[src/rtl/branch_redirect_ctrl.sv]
// branch_redirect_ctrl
//
// Purpose:
//   Turns a taken branch/jump resolved in EX into a registered PC redirect
//   and a FLUSH_DEPTH-cycle squash of the IF/ID and ID/EX registers. Taken
//   targets that are not 4-byte aligned raise a one-cycle misalign_err pulse
//   instead of redirecting.
//
// Parameters:
//   FLUSH_DEPTH  cycles of flush per taken redirect (1..7)
//   ADDR_W       PC/target width
//
// Ports:
//   clk            core clock, rising edge
//   rst_n          asynchronous active-low reset
//   ex_valid       EX holds a valid instruction
//   ex_is_branch   EX instruction is a branch or jump
//   ex_is_jalr     EX instruction is jalr
//   jump_flag      branch judge says taken
//   ex_target      target computed in EX
//   stall          global stall, freezes this block
//   pc_redirect    load pc_target into the PC
//   pc_target      redirect address
//   flush_ifid     squash IF/ID
//   flush_idex     squash ID/EX
//   busy           flush sequence in progress
//   misalign_err   taken target not 4-byte aligned
//   perf_branch_cnt, perf_taken_cnt  (only with BRANCH_PERF_CNT_EN defined)
//
// Optional feature macro: BRANCH_PERF_CNT_EN adds the two perf counters.

module branch_redirect_ctrl #(
  parameter int unsigned FLUSH_DEPTH = 2,
  parameter int unsigned ADDR_W      = 32
) (
  input  logic              clk,
  input  logic              rst_n,
  input  logic              ex_valid,
  input  logic              ex_is_branch,
  input  logic              ex_is_jalr,
  input  logic              jump_flag,
  input  logic [ADDR_W-1:0] ex_target,
  input  logic              stall,
  output logic              pc_redirect,
  output logic [ADDR_W-1:0] pc_target,
  output logic              flush_ifid,
  output logic              flush_idex,
  output logic              busy,
  output logic              misalign_err
`ifdef BRANCH_PERF_CNT_EN
  ,
  output logic [31:0]       perf_branch_cnt,
  output logic [31:0]       perf_taken_cnt
`endif
);

  typedef enum logic [1:0] {
    IDLE     = 2'd0,
    REDIRECT = 2'd1,
    FLUSH    = 2'd2
  } state_t;

  localparam logic [2:0] CNT_LOAD = 3'(FLUSH_DEPTH - 1);

  state_t            state_q, state_d;
  logic [2:0]        cnt_q, cnt_d;
  logic [ADDR_W-1:0] target_q, target_d;
  logic              redirect_q, redirect_d;
  logic              flush_q, flush_d;
  logic              busy_q, busy_d;
  logic              misalign_q, misalign_d;

  logic [ADDR_W-1:0] formedTarget;
  logic              accept;

  // jalr clears bit 0 of its target; everything else uses it as computed.
  assign formedTarget = ex_is_jalr ? {ex_target[ADDR_W-1:1], 1'b0} : ex_target;

  // Branches in EX while busy are wrong-path, so only IDLE may accept.
  assign accept = ex_valid & ex_is_branch & jump_flag & ~stall & (state_q == IDLE);

  // Next-state and registered-output logic. Under stall every register
  // keeps its value, which also stretches any pulse currently showing.
  always_comb begin
    state_d    = state_q;
    cnt_d      = cnt_q;
    target_d   = target_q;
    redirect_d = redirect_q;
    flush_d    = flush_q;
    busy_d     = busy_q;
    misalign_d = misalign_q;

    if (!stall) begin
      misalign_d = 1'b0;
      unique case (state_q)
        IDLE: begin
          if (accept) begin
            target_d = formedTarget;
            if (formedTarget[1]) begin
              misalign_d = 1'b1;
            end else begin
              state_d = REDIRECT;
              cnt_d   = CNT_LOAD;
            end
          end
        end
        REDIRECT: begin
          state_d = (FLUSH_DEPTH == 1) ? IDLE : FLUSH;
        end
        FLUSH: begin
          cnt_d = cnt_q - 3'd1;
          if (cnt_q <= 3'd1) begin
            state_d = IDLE;
          end
        end
        default: begin
          state_d = IDLE;
        end
      endcase

      // Outputs are decoded from the upcoming state so they are registered.
      redirect_d = (state_d == REDIRECT);
      flush_d    = (state_d != IDLE);
      busy_d     = (state_d != IDLE);
    end
  end

  always_ff @(posedge clk or negedge rst_n) begin
    if (!rst_n) begin
      state_q    <= IDLE;
      cnt_q      <= '0;
      target_q   <= '0;
      redirect_q <= 1'b0;
      flush_q    <= 1'b0;
      busy_q     <= 1'b0;
      misalign_q <= 1'b0;
    end else begin
      state_q    <= state_d;
      cnt_q      <= cnt_d;
      target_q   <= target_d;
      redirect_q <= redirect_d;
      flush_q    <= flush_d;
      busy_q     <= busy_d;
      misalign_q <= misalign_d;
    end
  end

  assign pc_redirect  = redirect_q;
  assign pc_target    = target_q;
  assign flush_ifid   = flush_q;
  assign flush_idex   = flush_q;
  assign busy         = busy_q;
  assign misalign_err = misalign_q;

`ifdef BRANCH_PERF_CNT_EN
  logic [31:0] perfBranch_q, perfTaken_q;

  // Branch counter sees every non-busy unstalled branch; taken counter only
  // aligned accepts. Both wrap naturally.
  always_ff @(posedge clk or negedge rst_n) begin
    if (!rst_n) begin
      perfBranch_q <= '0;
      perfTaken_q  <= '0;
    end else begin
      if (!stall && (state_q == IDLE) && ex_valid && ex_is_branch) begin
        perfBranch_q <= perfBranch_q + 32'd1;
      end
      if (accept && !formedTarget[1]) begin
        perfTaken_q <= perfTaken_q + 32'd1;
      end
    end
  end

  assign perf_branch_cnt = perfBranch_q;
  assign perf_taken_cnt  = perfTaken_q;
`endif

endmodule

[config.mk]
export PLATFORM = sky130hd
export DESIGN_NAME = branch_redirect_ctrl
export DESIGN_NICKNAME = d
export VERILOG_FILES = /design/src/rtl/branch_redirect_ctrl.sv
export SDC_FILE = /design/constraint.sdc
export NUM_CORES = 1
export LEC_CHECK = 0
export CORE_MARGIN = 2
export CORE_UTILIZATION = 35
export CTS_BUF_LIST = sky130_fd_sc_hd__clkbuf_16
export CTS_CLUSTER_DIAMETER = 120
export CTS_CLUSTER_SIZE = 8
export DETAILED_ROUTE_END_ITERATION = 8
export PLACE_DENSITY = 0.67
export SLEW_MARGIN = 15
export SYNTH_ARGS = -nofsm -noshare
export SYNTH_HDL_FRONTEND = slang
export SYNTH_SLANG_ARGS = --single-unit
[constraint.sdc]
create_clock -name clk -period 2.4 [get_ports clk]
set_clock_uncertainty 0.15 [all_clocks]
set_input_delay 0.24 -clock clk [delete_from_list [all_inputs] [get_ports clk]]
set_output_delay 0.24 -clock clk [all_outputs]
set_load 0.01 [all_outputs]
# Word-level counts from Yosys, hierarchy flattened

Index checks and enable logic that the tools add are counted.

Bitwise gates (word level): 5
Equal/unequal tests: 5
Magnitude comparators: 1
Add/subtract/negate cells: 1
Muxes and demuxes: 12
Reduce and logical (&&, ||, !) cells: 5

Operator list:

| operator              | count |
|---|---|
| $mux W2               | 4 |
| $mux W3               | 2 |
| $pmux W2 S3           | 1 |
| $pmux W3 S2           | 1 |
| $and A1 B1 Y1         | 4 |
| $eq A2 B1 Y1 const B  | 2 |
| $mux W1               | 4 |
| $ne A2 B2 Y1 const B  | 2 |
| $reduce_and A4 Y1     | 1 |
| $reduce_bool A2 Y1    | 2 |
| $le A3 B1 Y1 const B  | 1 |
| $reduce_and A3 Y1     | 1 |
| $sub A3 B1 Y3 const B | 1 |
| $eq A2 B2 Y1 const B  | 1 |
| $logic_not A2 Y1      | 1 |
| $not A1 Y1            | 1 |

Bits of input ports: 39
Logic and storage cells: 35
Output and inout bits: 37
Register bits after elaboration: 40

# Longest topological paths before layout

Depth after elaboration: 8
Gate-level depth with buffers: 5
Gate-level depth less buffers: 5

# Worst setup path before layout

Ideal clock, no wire load.

Kind: reg2reg
Start point: register state_q[1]
End point: register target_q[10] (netlist: pc_target[10])
Data required time: 2.125 ns
Cell stages (with the launch flop): 5
Library setup time: 0.125 ns
Period minus slack after synthesis: 1.728 ns
Buffers on the path: 1
Arrival: 1.453 ns
Setup slack: 0.672 ns
Path through: dfrtp_1 or3_4 nor2_8 buf_12 mux2_4

Longest elaborated chain between the ends: 3

Ends and longest elaborated chain:

| item                                   | line   | source |
|---|---|---|
| start: declaration                     | 65     | `state_t state_q, state_d;` |
| start signal: assignment               | 138    | `state_q <= state_d;` |
| $logic_not A2 Y1 (*)                   | 80, 95 |  |
| $and A1 B1 Y1                          | 80     | `assign accept = ex_valid & ex_is_branch & jump_flag & ~stall & (state_q == IDLE);` |
| $reduce_and A3 Y1 (no source line) (*) | n/a    |  |
| end signal: assignment                 | 140    | `target_q <= target_d;` |
| end: declaration                       | 67     | `logic [ADDR_W-1:0] target_q, target_d;` |

Every way passes the cells marked *; elsewhere a longest branch is shown, timed or not.
A chain may end at the register's enable or synchronous reset.

# Final worst setup path

Start point: register state_q[1]
End point: register target_q[19] (netlist: pc_target[19])

Same word-level chain as after synthesis.

==> out/qor.csv <==
metric,value,unit
syn_nets,151,
synth_cells,110,
yosysUniqueCellTypes,24,
drc,0,
yosysTopAreaCell,dfrtp_1,
worst_setup_path_start_kind,register,
antenna_cells,0,
hold_buffers,1,
ant_nets,0,
grt_max_degree,41,
critical_path_arrival,1900,ps
synth_adder_area_share,0.0142,
top_usage_layer,met2,
fp.dieH,74.9,um
use_met2,0.250,
globalRouteMet3Util,0.0442,
vdd_ir_drop_max,0.503,mV
syn_area_per_cell,16.0,um2
synthTopCellsByArea,"dfrtp_1 (57%), mux2_4 (24%), buf_12 (3.4%), mux2_2 (1.9%), ha_1 (1.4%)",
fin_nets,232,
clk_pin_slew,60,ps
tightestPinTransition,891,ps
cp.required,2410,ps
area_growth,54.7,%
cts.path.max_buffers,2,
vias,1196,
fill_cells,405,
multi_input_area,663,um2
gp_congestion,0.802,
min_path_type,register to register,
synth_xor_area_frac,0,
synthMuxAreaShare,0.258,
clock-sinks,40,
root_buffer,clkbuf_16,
period_minus_slack,1890,ps
finalMaxSlewViolations,0,
postCtsSetupRepairBufs,0,
power.leakage,1.20,nW
antenna_found_initial,0,
htree_levels,2,
cap_violations,0,
tns,0,ps
synthSimpleGateAreaFrac,0.0511,
firstDrtPassIters,4,
grt_pass1_wl,6360,um
drtIter0Drc,56,
grt_usage,0.153,
wl_per_cell,15.5,um
numCtsBuffers,5,
dp_hpwl,2950,um
seq_area,0.00100,mm2
clkLatencyLatePin,270,ps
fp.coreArea,0.00479,mm2
totalWireLength,4010,um
end_kind,register,
path_max_fanout,14,
finalHoldViolCount,0,
cts_resized,0,
synth_seq_area_share,0.568,
grt_pass1_vias,1294,
cts_tree,yes,
port_buffers,75,
worst_slew_margin_rel,0.406,
power.density,1180,mW/mm2
ys_warn_count,0,
num_rows,25,
die_width,74.9,um
dieArea,0.00562,mm2
setup_viol,0,
synth-seq-cells,40,
status,"finished, final reports clean",
criticalPathCategory,register to register,
period_share,0.787,
io_pins,76,
drive_above_1_share,0.240,
netlist.area_leader.share,0.568,
grt_use_met1,0.193,
syn_area,0.00176,mm2
drt-vias-per-instance,4.62,
synth_top_family_by_area,multiplexers,
fmax,530,MHz
report.power.total,3.22,mW
synth_compound_area_frac,0.0533,
rsz0062_at_grt,false,
start_util,0.368,
grt_overflow,0,
[sequential cells by signal (all words and copies together) (netlist names)]
name          cells
state_q           2
pc_redirect       1
cnt_q             3
busy              1
misalign_err      1
pc_target        32
[logic make-up (layout without fill, tap and decap cells)]
family / Yosys count / after routing
DFF: 40 / 40
muxes: 31 / 31
AOI/OAI and AO/OA: 14 / 14
and+or+nand+nor: 12 / 12
buffers and inverters: 11 / 93
adders and majority gates: 2 / 2
[Yosys cell counts]
library cell,n
a21oi_1,2
a31oi_1,2
a32o_1,1
and4b_1,1
buf_12,3
buf_4,2
dfrtp_1,40
ha_1,2
inv_1,6
mux2_2,3
mux2_4,28
nand2_1,3
nand3_1,2
nor2_1,1
nor2_8,1
nor2b_1,1
nor4b_1,1
o21a_1,1
o21ai_0,4
o21ba_2,1
o22ai_1,1
o2bb2ai_1,2
or3_4,1
or3b_2,1
[cell usage in the layout (no fill, tap or decap)]
| master | n |
|---|---|
| a21oi_1 | 2 |
| nor2_1 | 1 |
| o21ai_0 | 4 |
| o21ba_2 | 1 |
| nor2b_1 | 1 |
| bufinv_16 | 1 |
| buf_12 | 1 |
| ha_1 | 2 |
| or3_4 | 1 |
| and4b_1 | 1 |
| dlygate4sd3_1 | 1 |
| o2bb2ai_1 | 2 |
| or3b_2 | 1 |
| a32o_1 | 1 |
| clkdlybuf4s50_1 | 74 |
| clkbuf_16 | 5 |
| mux2_2 | 3 |
| nand3_1 | 2 |
| buf_2 | 1 |
| nor4b_1 | 1 |
| dfrtp_1 | 40 |
| o21a_1 | 1 |
| mux2_4 | 28 |
| buf_4 | 2 |
| a31oi_1 | 2 |
| nand2_1 | 3 |
| o22ai_1 | 1 |
| inv_1 | 7 |
| nor2_8 | 1 |
| clkinv_2 | 1 |
[metrics by stage]
step	cell area (um2)	std cells	hold slack, ps	util	setup WS [ps]
2_1_floorplan	1760	110	-206	-	672
3_3_place_gp	2550	250	246	0.533	375
3_5_place_dp	2550	250	265	0.533	341
4_1_cts	2730	259	351	0.569	503
5_1_grt	2730	259	366	0.569	455
6_report	2730	259	340	0.569	511
[worst max-delay path, stage by stage (launching register included)]
cell and delay (ps):
dfrtp_1 440, or3_4 450, nor2_8 110, buf_4 290
mux2_4 330
[report_power, final]
group	switching, mW	internal (mW)
Sequential	0.195	0.967
Combinational	0.435	0.888
Clock	0.250	0.484
[cell type report]
type                            count  area share
Tap cell                           67      0.0308
Multi-Input combinational cell     59       0.243
Inverter                            6     0.00826
Clock inverter                      3      0.0142
Sequential cell                    40       0.367
Clock buffer                        5      0.0459
Timing Repair Buffer               79       0.290
[metal layers]
layer	vias to the layer above	routed length, um	share of wire
met5	-	0	0
met4	0	52	0.013
met3	7	261	0.065
met2	47	2020	0.50
met1	592	1680	0.42
li1	550	-	-
[path summary, 6_finish.rpt]
| check | startpoint | cells past startpoint | slack (ps) | end |
|---|---|---|---|---|
| min reg2reg | pc_redirect | 2 | 340 | pc_redirect |
| min | pc_redirect | 2 | 340 | pc_redirect |
| max | state_q[1] | 4 | 510 | pc_target[19] |
| max in group asynchronous | rst_n | 2 | 1070 | pc_target[14] |
| min in group asynchronous | rst_n | 2 | 470 | pc_target[29] |
| max reg2reg | state_q[1] | 4 | 510 | pc_target[19] |
Power figures use the tool's default switching activity.
